==> config.mk <==
export PLATFORM = sky130hd
export DESIGN_NAME = ch1_sweep
export DESIGN_NICKNAME = d
export VERILOG_FILES = /design/src/rtl/apu_pkg.sv /design/src/rtl/ch1_sweep_calc.sv /design/src/rtl/ch1_sweep.sv
export SDC_FILE = /design/constraint.sdc
export NUM_CORES = 1
export LEC_CHECK = 0
export CORE_UTILIZATION = 55
export CTS_CLUSTER_DIAMETER = 120
export DETAILED_ROUTE_END_ITERATION = 7
export PLACE_DENSITY = 0.77
export SYNTH_ARGS = -nofsm -noshare
export SYNTH_HDL_FRONTEND = slang
export SYNTH_HIERARCHICAL = 1
export SYNTH_SLANG_ARGS = --single-unit
==> constraint.sdc <==
create_clock -name dyfa_1mhz -period 5.25 [get_ports dyfa_1mhz]
set_clock_uncertainty 0.1 [all_clocks]
set_input_delay 0.525 -clock dyfa_1mhz [delete_from_list [all_inputs] [get_ports dyfa_1mhz]]
set_output_delay 0.525 -clock dyfa_1mhz [all_outputs]
set_load 0.03 [all_outputs]
==> src/rtl/apu_pkg.sv <==
// Shared APU definitions: frequency limit, sweep timer reload value, sweep FSM states.
package apu_pkg;

   localparam logic [11:0] FREQ_MAX          = 12'd2047;
   localparam logic [3:0]  SWEEP_ZERO_RELOAD = 4'd8;

   typedef enum logic [1:0] {
      IDLE  = 2'd0,
      CALC  = 2'd1,
      CHECK = 2'd2
   } sweep_state_t;

endpackage

==> src/rtl/ch1_sweep_calc.sv <==
// Channel 1 sweep adder: shadow +/- (shadow >> shift), 12 bits wide, with overflow flag.
module ch1_sweep_calc
   import apu_pkg::*;
(
   input  logic [10:0] shadow,
   input  logic [2:0]  shift,
   input  logic        negate,
   output logic [11:0] sum,
   output logic        ovf
);

   logic [10:0] delta;

   // Subtraction can never go below zero because delta <= shadow, so only the
   // additive direction can overflow.
   always_comb begin
      delta = shadow >> shift;
      if (negate) begin
         sum = {1'b0, shadow} - {1'b0, delta};
      end else begin
         sum = {1'b0, shadow} + {1'b0, delta};
      end
      ovf = !negate && (sum > FREQ_MAX);
   end

endmodule

==> src/rtl/ch1_sweep.sv <==
// Channel 1 frequency sweep unit.
// Optional build macro CH1_SWEEP_NEG_QUIRK_EN: clearing negate after a sweep step
// that used negate disables the channel.
//
// state | meaning
// IDLE  | waiting for a timer expiry; CPU frequency writes reach acc_d
// CALC  | apply one sweep step, or flag overflow
// CHECK | re-evaluate the updated shadow for overflow without writing it
module ch1_sweep
   import apu_pkg::*;
(
   input  logic        dyfa_1mhz,
   input  logic        apu_reset,
   input  logic        sweep_tick,
   input  logic        ch1_restart,
   input  logic [6:0]  ff10_d,
   input  logic [10:0] freq_in,
   input  logic        freq_load,
   output logic [10:0] acc_d,
   output logic        freq_upd,
   output logic        ch1_sweep_off
);

   sweep_state_t state, state_nxt;
   logic [10:0]  shadow, shadow_nxt;
   logic [10:0]  acc_nxt;
   logic [3:0]   timer, timer_nxt;
   logic         sweep_en, sweep_en_nxt;
   logic         upd_nxt, off_nxt;
   logic [2:0]   period, shift;
   logic         negate;
   logic [3:0]   reload_val;
   logic [11:0]  sum;
   logic         ovf;
`ifdef CH1_SWEEP_NEG_QUIRK_EN
   logic         neg_used, neg_used_nxt;
`endif

   assign period     = ff10_d[6:4];
   assign negate     = ff10_d[3];
   assign shift      = ff10_d[2:0];
   assign reload_val = (period == 3'd0) ? SWEEP_ZERO_RELOAD : {1'b0, period};

   ch1_sweep_calc u_calc (
      .shadow (shadow),
      .shift  (shift),
      .negate (negate),
      .sum    (sum),
      .ovf    (ovf)
   );

   // Next-state and output decode; restart has priority over everything else.
   always_comb begin
      state_nxt    = state;
      shadow_nxt   = shadow;
      acc_nxt      = acc_d;
      timer_nxt    = timer;
      sweep_en_nxt = sweep_en;
      upd_nxt      = 1'b0;
      off_nxt      = ch1_sweep_off;
`ifdef CH1_SWEEP_NEG_QUIRK_EN
      neg_used_nxt = neg_used;
`endif
      if (ch1_restart) begin
         shadow_nxt   = freq_in;
         acc_nxt      = freq_in;
         timer_nxt    = reload_val;
         off_nxt      = 1'b0;
         sweep_en_nxt = (period != 3'd0) || (shift != 3'd0);
         state_nxt    = (shift != 3'd0) ? CHECK : IDLE;
`ifdef CH1_SWEEP_NEG_QUIRK_EN
         neg_used_nxt = 1'b0;
`endif
      end else begin
         // A timer of 0 (only seen straight after reset) expires like 1.
         if (sweep_tick) begin
            if (timer <= 4'd1) begin
               timer_nxt = reload_val;
               if (state == IDLE && sweep_en && period != 3'd0 && !ch1_sweep_off) begin
                  state_nxt = CALC;
               end
            end else begin
               timer_nxt = timer - 4'd1;
            end
         end
         case (state)
            CALC: begin
               state_nxt = IDLE;
               if (ovf) begin
                  off_nxt = 1'b1;
               end else if (shift != 3'd0) begin
                  shadow_nxt = sum[10:0];
                  acc_nxt    = sum[10:0];
                  upd_nxt    = 1'b1;
                  state_nxt  = CHECK;
               end
`ifdef CH1_SWEEP_NEG_QUIRK_EN
               if (negate) neg_used_nxt = 1'b1;
`endif
            end
            CHECK: begin
               state_nxt = IDLE;
               if (ovf) off_nxt = 1'b1;
`ifdef CH1_SWEEP_NEG_QUIRK_EN
               if (negate) neg_used_nxt = 1'b1;
`endif
            end
            default: begin
               if (freq_load) acc_nxt = freq_in;
            end
         endcase
`ifdef CH1_SWEEP_NEG_QUIRK_EN
         if (neg_used && !negate) off_nxt = 1'b1;
`endif
      end
   end

   // State register with asynchronous reset.
   always_ff @(posedge dyfa_1mhz or posedge apu_reset) begin
      if (apu_reset) begin
         state         <= IDLE;
         shadow        <= '0;
         acc_d         <= '0;
         timer         <= '0;
         sweep_en      <= 1'b0;
         freq_upd      <= 1'b0;
         ch1_sweep_off <= 1'b0;
`ifdef CH1_SWEEP_NEG_QUIRK_EN
         neg_used      <= 1'b0;
`endif
      end else begin
         state         <= state_nxt;
         shadow        <= shadow_nxt;
         acc_d         <= acc_nxt;
         timer         <= timer_nxt;
         sweep_en      <= sweep_en_nxt;
         freq_upd      <= upd_nxt;
         ch1_sweep_off <= off_nxt;
`ifdef CH1_SWEEP_NEG_QUIRK_EN
         neg_used      <= neg_used_nxt;
`endif
      end
   end

endmodule

==> results list, run 1 <==
- The startpoint identified for the worst register-to-register timing path is shadow[8].
- The smallest clock period supported by the final layout is computed as 4.874 ns.
* Height of the die: 75.26 microns
- Most frequent standard cell in the layout excluding fill and tap cells: clkdlybuf4s50_1
* Number of global-route vias before repair: 2204
- TritonCTS created 5 clock buffers.
- Final Hold Viols: 0
- In this run, post-CTS repair resized a total of 0 instances.
- Leakage: around 1.5 nW
* Capturing element type of the critical path: register
* FP Rows: 26
- In this run the worst hold path is classified as reg2reg.
- Netlist area before placement: 2952 sq um
- Period utilization: 92.85%
- Count of vias placed by the detailed router: 2439
- Across the run, the number of max-cap violations was 0.
- Maximum fanout encountered on the critical timing path: 11
- The H-tree was split into 2 levels.
- Post-synthesis area per instance: 9.646 sq um
* Required time worst endpoint: 5.32 ns
- Layout cells sized above 1: 17.73%
- The setup path with the least slack is of type in2reg.
- After the first detailed-routing iteration, the DRC count stood at 126.
- PwrDens: about 270 nW/um^2
* Clock tree sinks: 31
- Hold repair after CTS inserted 0 buffers.
- Maximum ir drop on the vdd rail: 0.2224 mV
- Count of mapped cells out of synthesis: 306
- For this run, design rule violations remaining after detail routing come to 0.
- Setup violations remaining at the end of the flow were counted as 0.
- In this run the tightest slew margin relative to its limit is 37.74%.
- In this run the deepest clock path goes through 2 buffers.
- Timing analysis after detailed placement gives a worst setup slack of 0.1405 ns.
- Worst Setup Start Kind: input pin
- Clock transition time at the flip-flop clock pins of the worst setup and hold paths: 0.06 ns
- Later-pin clock latency in the skew report: 0.29 ns
- Setup Buffers After CTS: 0
- For this design the top-level I/O count stands at 36.
- Master cell of the clock root buffer: clkbuf_8
- In the final design database the tool counted ~380 nets.
- In this run the cell area measured after placement is 3403 sq um.
- First-pass iteration count of the detailed router: 4
- Drt wl/cell: about 16 microns
- Mapped Nets: 347
- Data on the critical path arrives at its endpoint at 4.94 ns.
- Initial antenna violation count: 0
- CTS tree: yes
- DRT antenna net count: 0
* Final instance area: between 3000 and 4000 sq um
- Max Clock Freq: slightly above 200 MHz
- Entering global routing, the biggest net connects 32 pins.
* Launch instance of the worst min-delay path: acc_d[4]
* Final count of pins violating max slew: 0
* Avg Vias per Cell: around 5.9
- At the end of routability-driven placement, the weighted congestion stood at 0.8554.
- RSZ-0062 raised after global routing: yes
- The critical path starts at ff10_d[0].
- Core outline area: ~5100 sq um
- The die covers 5663 sq um.
- Across every metal layer, demand over resource in global routing totals 24.96%.
* Syn-to-layout area delta: 18.06%
* Antenna fix cells: 0
- In this run the horizontal extent of the chip is about 75 microns.
- For the pin with the worst max-slew slack, the measured transition is 0.9320 ns.
- WHS: 0.4133 ns
* Initial Util: a little under three fifths
* Fin worst setup slack: 0.3755 ns
- Warnings from Yosys: 6
- Commonest cells after routing, fill and taps aside: 35 x clkdlybuf4s50_1, 31 x dfrtp_1, 24 x nor2_1
* Gr ovfl total: 0
- Wires add up to 6.510 mm.
- Filler Cell Count: 418
- Outcome: completed
- The first global-routing pass estimated 10.59 mm of wire.
- Detailed Place HPWL: 4.947 mm
* Input/output buffers: 35
-- sequential cells by signal (all words and copies together), names as in the netlist --
register and count:
acc_d 11, ch1_sweep_off 1, freq_upd 1, shadow 11
state 2, sweep_en 1, timer 4
-- stage by stage --
step                      power (W)  util, %  std cells  setup TNS, ns
after floorplan           0.0006427        -        306              0
after global placement    0.0007570    66.21        406              0
after detailed placement  0.0007694    66.21        406              0
after CTS                 0.0009523    67.79        414              0
after global routing       0.001018    67.79        414        -0.2513
final                     0.0009516    67.79        414              0
-- final timing paths --
kind	end	slack (ns)	cells past startpoint
worst max-delay path	acc_d[9]	0.38	20
worst min-delay path	acc_d[4]	0.41	1
worst max register to register	acc_d[9]	0.68	17
worst min register to register	acc_d[4]	0.41	1
max in group asynchronous	timer[1]	4.25	3
min in group asynchronous	freq_upd	0.52	3
-- critical path: stages --
cell and delay, ns:
clkdlybuf4s50_1 0.47, buf_4 0.21, buf_4 0.18, nor2b_1 0.16, mux2i_1 0.11, o21ai_1 0.50
nor2_2 0.11, and2_1 0.18, a221o_1 0.36, ha_1 0.29, a21o_1 0.16, a211oi_1 0.24
nor2_1 0.07, a31oi_1 0.17, xor2_1 0.16, nor2_1 0.07, nor2b_1 0.21, a311o_1 0.27
buf_12 0.17, mux2_2 0.33
-- cell type report --
| cell class | instances | area (sq um) | area share, % |
|---|---|---|---|
| clock buffers | 7 | 76.32 | 2.190 |
| clock inverters | 1 | 5.005 | 0.1436 |
| inverters | 18 | 67.56 | 1.939 |
| multi-input cells | 240 | 2019 | 57.95 |
| flip-flops and latches | 31 | 775.7 | 22.26 |
| well taps | 70 | 87.58 | 2.513 |
| repair buffers | 47 | 452.9 | 13.00 |
-- metal layers --
layer / track usage [%] / wire length [microns] / vias to the layer above
met5: 0 / 0 / -
met4: 9.671 / 139 / 0
met3: 3.748 / 293 / 14
met2: 37.84 / 2967 / 69
met1: 36.04 / 3109 / 1148
li1: - / - / 1208
-- power by group --
part	leakage (nW)	internal (W)	switching (W)	total [W]
Clock	0.0422	0.0000927	0.0000857	0.000178
Sequential	0.373	0.000265	0.0000328	0.000298
Combinational	1.07	0.000221	0.000254	0.000475
Total	1.49	0.000579	0.000372	0.000952
Power figures use the tool's default switching activity.
==> run 2, diff against run 1 <==
REMOVE_ABC_BUFFERS = 1   (was unset)
==> run 2 against run 1 <==
Compared with the run above: first-iteration DRC count rose by 40%; highest routed layer unchanged; setup slack got worse by 0.14 ns; flip-flop and latch count stayed put; largest power group unchanged; critical path depth down 2.
==> results list, run 2 (synthesized netlist as in run 1, its figures left out) <==
- The run finished with clean final reports.
- The die covers 5663 sq um.
- The analysis attributes to cell leakage a power of ~1.5 nW.
- Setup Buffers After CTS: 0
- For this run, the top clock speed supported by timing is 199.5 MHz.
- The die is approximately 75 microns wide.
* Worst Setup Start Kind: input pin
- The path class of the tightest hold or removal check is reg2reg.
- Maximum ir drop on the vdd rail: 0.1970 mV
- Layout cells sized above 1: 18.31%
* Final setup vio count: 0
- Post-CTS Hold Fix Bufs: 0
- Path type of the worst setup path: in2reg
- For the worst-skew pair, the clock arrives at the later sink with an insertion delay of 0.29 ns.
- The tool flagged a number of max-cap violations equal to 0.
- At the end of routability-driven placement, the weighted congestion stood at 0.8625.
- STA classifies the critical path endpoint as a register.
* Gr ovfl total: 0
- Max transition margin: 31.76%
- Post-CTS repair changed the size of 0 cells.
* Arrival time worst endpoint: 5.08 ns
* Total power: 0.0009751 W
* Input/output buffers: 35
- Tightest Pin Transition: 1.021 ns
* Initial Util: 57.42%
* FP Rows: 26
- In the final design database the tool counted around 380 nets.
* Height of the die: 75.26 microns
* Commonest cells after routing, fill and taps aside: 34 x clkdlybuf4s50_1, 31 x dfrtp_1, 24 x nor2_1
- Setup WS pre-CTS: -0.09250 ns
- The worst path uses 95.48% of the clock period.
- The detailed router finished its first iteration with between 150 and 200 violations.
* Drt wl/cell: between 15 and 20 microns
* Min Clock Period, post-route: 5.012 ns
* Antenna fix cells: 0
- Entering global routing, the biggest net connects 32 pins.
- Total routing resource utilization after global routing: 25.29%
- DRT antenna net count: 0
- Largest regs: acc_d x11, shadow x11, timer x4
- Final count of pins violating max slew: 0
* Top-level I/O count: 36
- Dividing the detail-routed via count by the number of cells gives slightly above 6.
- Once routing completed, OpenROAD measured the worst setup slack at 0.2375 ns.
- The final layout contains routed wiring with a total length of ~6.8 mm.
* Detailed Place HPWL: ~5.1 mm
- In this run switching power makes up between 30% and 40% of total power.
- Cell internal power was estimated by the tool at 0.0006040 W.
- Syn-to-layout area delta: 18.48%
* Final Hold Viols: 0
- Of the total power, the clock network draws roughly a fifth.
* First-pass iteration count of the detailed router: 5
- Buffers inserted during clock tree synthesis total 5.
* PwrDens: between 200 and 300 nW/um^2
* Master cell of the clock root buffer: clkbuf_8
- STA puts the critical path data required time at 5.32 ns.
- Most frequent standard cell in the layout excluding fill and tap cells: clkdlybuf4s50_1
- Clock transition time at the flip-flop clock pins of the worst setup and hold paths: 0.06 ns
- The slowest stage of the critical path belongs to the cell clkdlybuf4s50_1.
- Maximum buffer depth of the clock tree: 2
* Maximum fanout encountered on the critical timing path: 7
- Summed over all nets, the switching power comes to roughly 0.00037 W.
- H-tree levels: 2
- Reg power frac: 30.6%
* Longest individual stage delay on the worst path: 0.64 ns
* Total DRC errors in the routed layout: 0
- The clock net in this run drives a total of 31 sinks.
* Global-route wire length before repair: 10.80 mm
* Initial antenna violation count: 0
- Count of vias placed by the detailed router: 2513
* Filler Cell Count: 439
- Combinational logic is responsible for between 40% and 50% of the overall power.
* Core outline area: 5140 sq um
* Crit path cell chain: clkdlybuf4s50_1 > mux4_2 > mux2i_1 > ha_1 > o211a_2 > a311oi_1 > a221o_1 > ha_1 > a21o_1 > a211oi_1 > nor2_1 > a31oi_1 > xor2_1 > nor2_1 > nor2b_1 > a311o_1 > buf_4 > mux2_2
- The number of global-route vias before repair is approximately 2300.
- CTS tree: yes
[run 2: cell types whose count changed in the layout (fill, tap and decap cells not counted), sizes merged]
cell / before / now
clkbuf: 7 / 8
clkdlybuf4s50: 35 / 34
clkinv: 1 / 0
dlymetal6s2s: 0 / 1
[run 2: metrics by stage]
step | utilization, % | instances | hold slack, ns | area (sq um) | TNS, ns
after global routing | 68.04 | 414 | 0.4366 | 3497 | -0.007430
after global placement | 65.97 | 406 | 0.3986 | 3391 | -0.06686
final | 68.04 | 414 | 0.4096 | 3497 | 0
after detailed placement | 65.97 | 406 | 0.3949 | 3391 | -1.397
after floorplan | - | 289 | 0.3922 | 2863 | 0
after CTS | 67.92 | 414 | 0.4183 | 3491 | 0
[run 2: critical path, delay by kind of cell]
family                   cells  cell delay [ns]
AO/OA/AOI/OAI                7             1.50
adder cells (fa/ha/maj)      2             0.55
XOR/XNOR                     1             0.15
multiplexers                 3             1.11
buffers and inverters        2             0.82
AND/OR/NAND/NOR              3             0.42
[run 2: path summary, 6_finish.rpt]
| path | from | slack, ns | end | cells past startpoint |
|---|---|---|---|---|
| setup / recovery | ff10_d[2] | 0.24 | acc_d[9] | 18 |
| hold / removal | acc_d[0] | 0.41 | acc_d[0] | 1 |
| setup reg to reg | shadow[8] | 0.59 | acc_d[9] | 17 |
| hold reg to reg | acc_d[0] | 0.41 | acc_d[0] | 1 |
| max in group asynchronous | apu_reset | 4.25 | shadow[10] | 3 |
| min in group asynchronous | apu_reset | 0.52 | shadow[3] | 3 |
[run 2: final cells by class]
cell class / instances / area [sq um] / share of cell area [%]
clock buffer: 8 / 100.1 / 2.862
inverter: 18 / 67.56 / 1.932
multi-input combinational: 240 / 2023 / 57.85
sequential: 31 / 775.7 / 22.18
tap: 70 / 87.58 / 2.504
timing repair buffer: 47 / 442.9 / 12.67
[run 2: metal layers]
layer | global-route usage [%] | share of wire, % | routed length [microns]
met4 | 5.761 | 0.55 | 37
met5 | 0 | 0 | 0
met3 | 4.552 | 5.5 | 371
met2 | 41.54 | 47 | 3209
met1 | 34.93 | 47 | 3146
[run 2: power groups by stage]
| stage | combinational, W | sequential (W) | clock, W |
|---|---|---|---|
| after floorplan | 0.000316 | 0.000313 | 0 |
| after global placement | 0.000452 | 0.000301 | 0 |
| after detailed placement | 0.000464 | 0.000302 | 0 |
| after CTS | 0.000466 | 0.000298 | 0.000209 |
| after global routing | 0.000513 | 0.000303 | 0.000223 |
| final | 0.000471 | 0.000298 | 0.000206 |
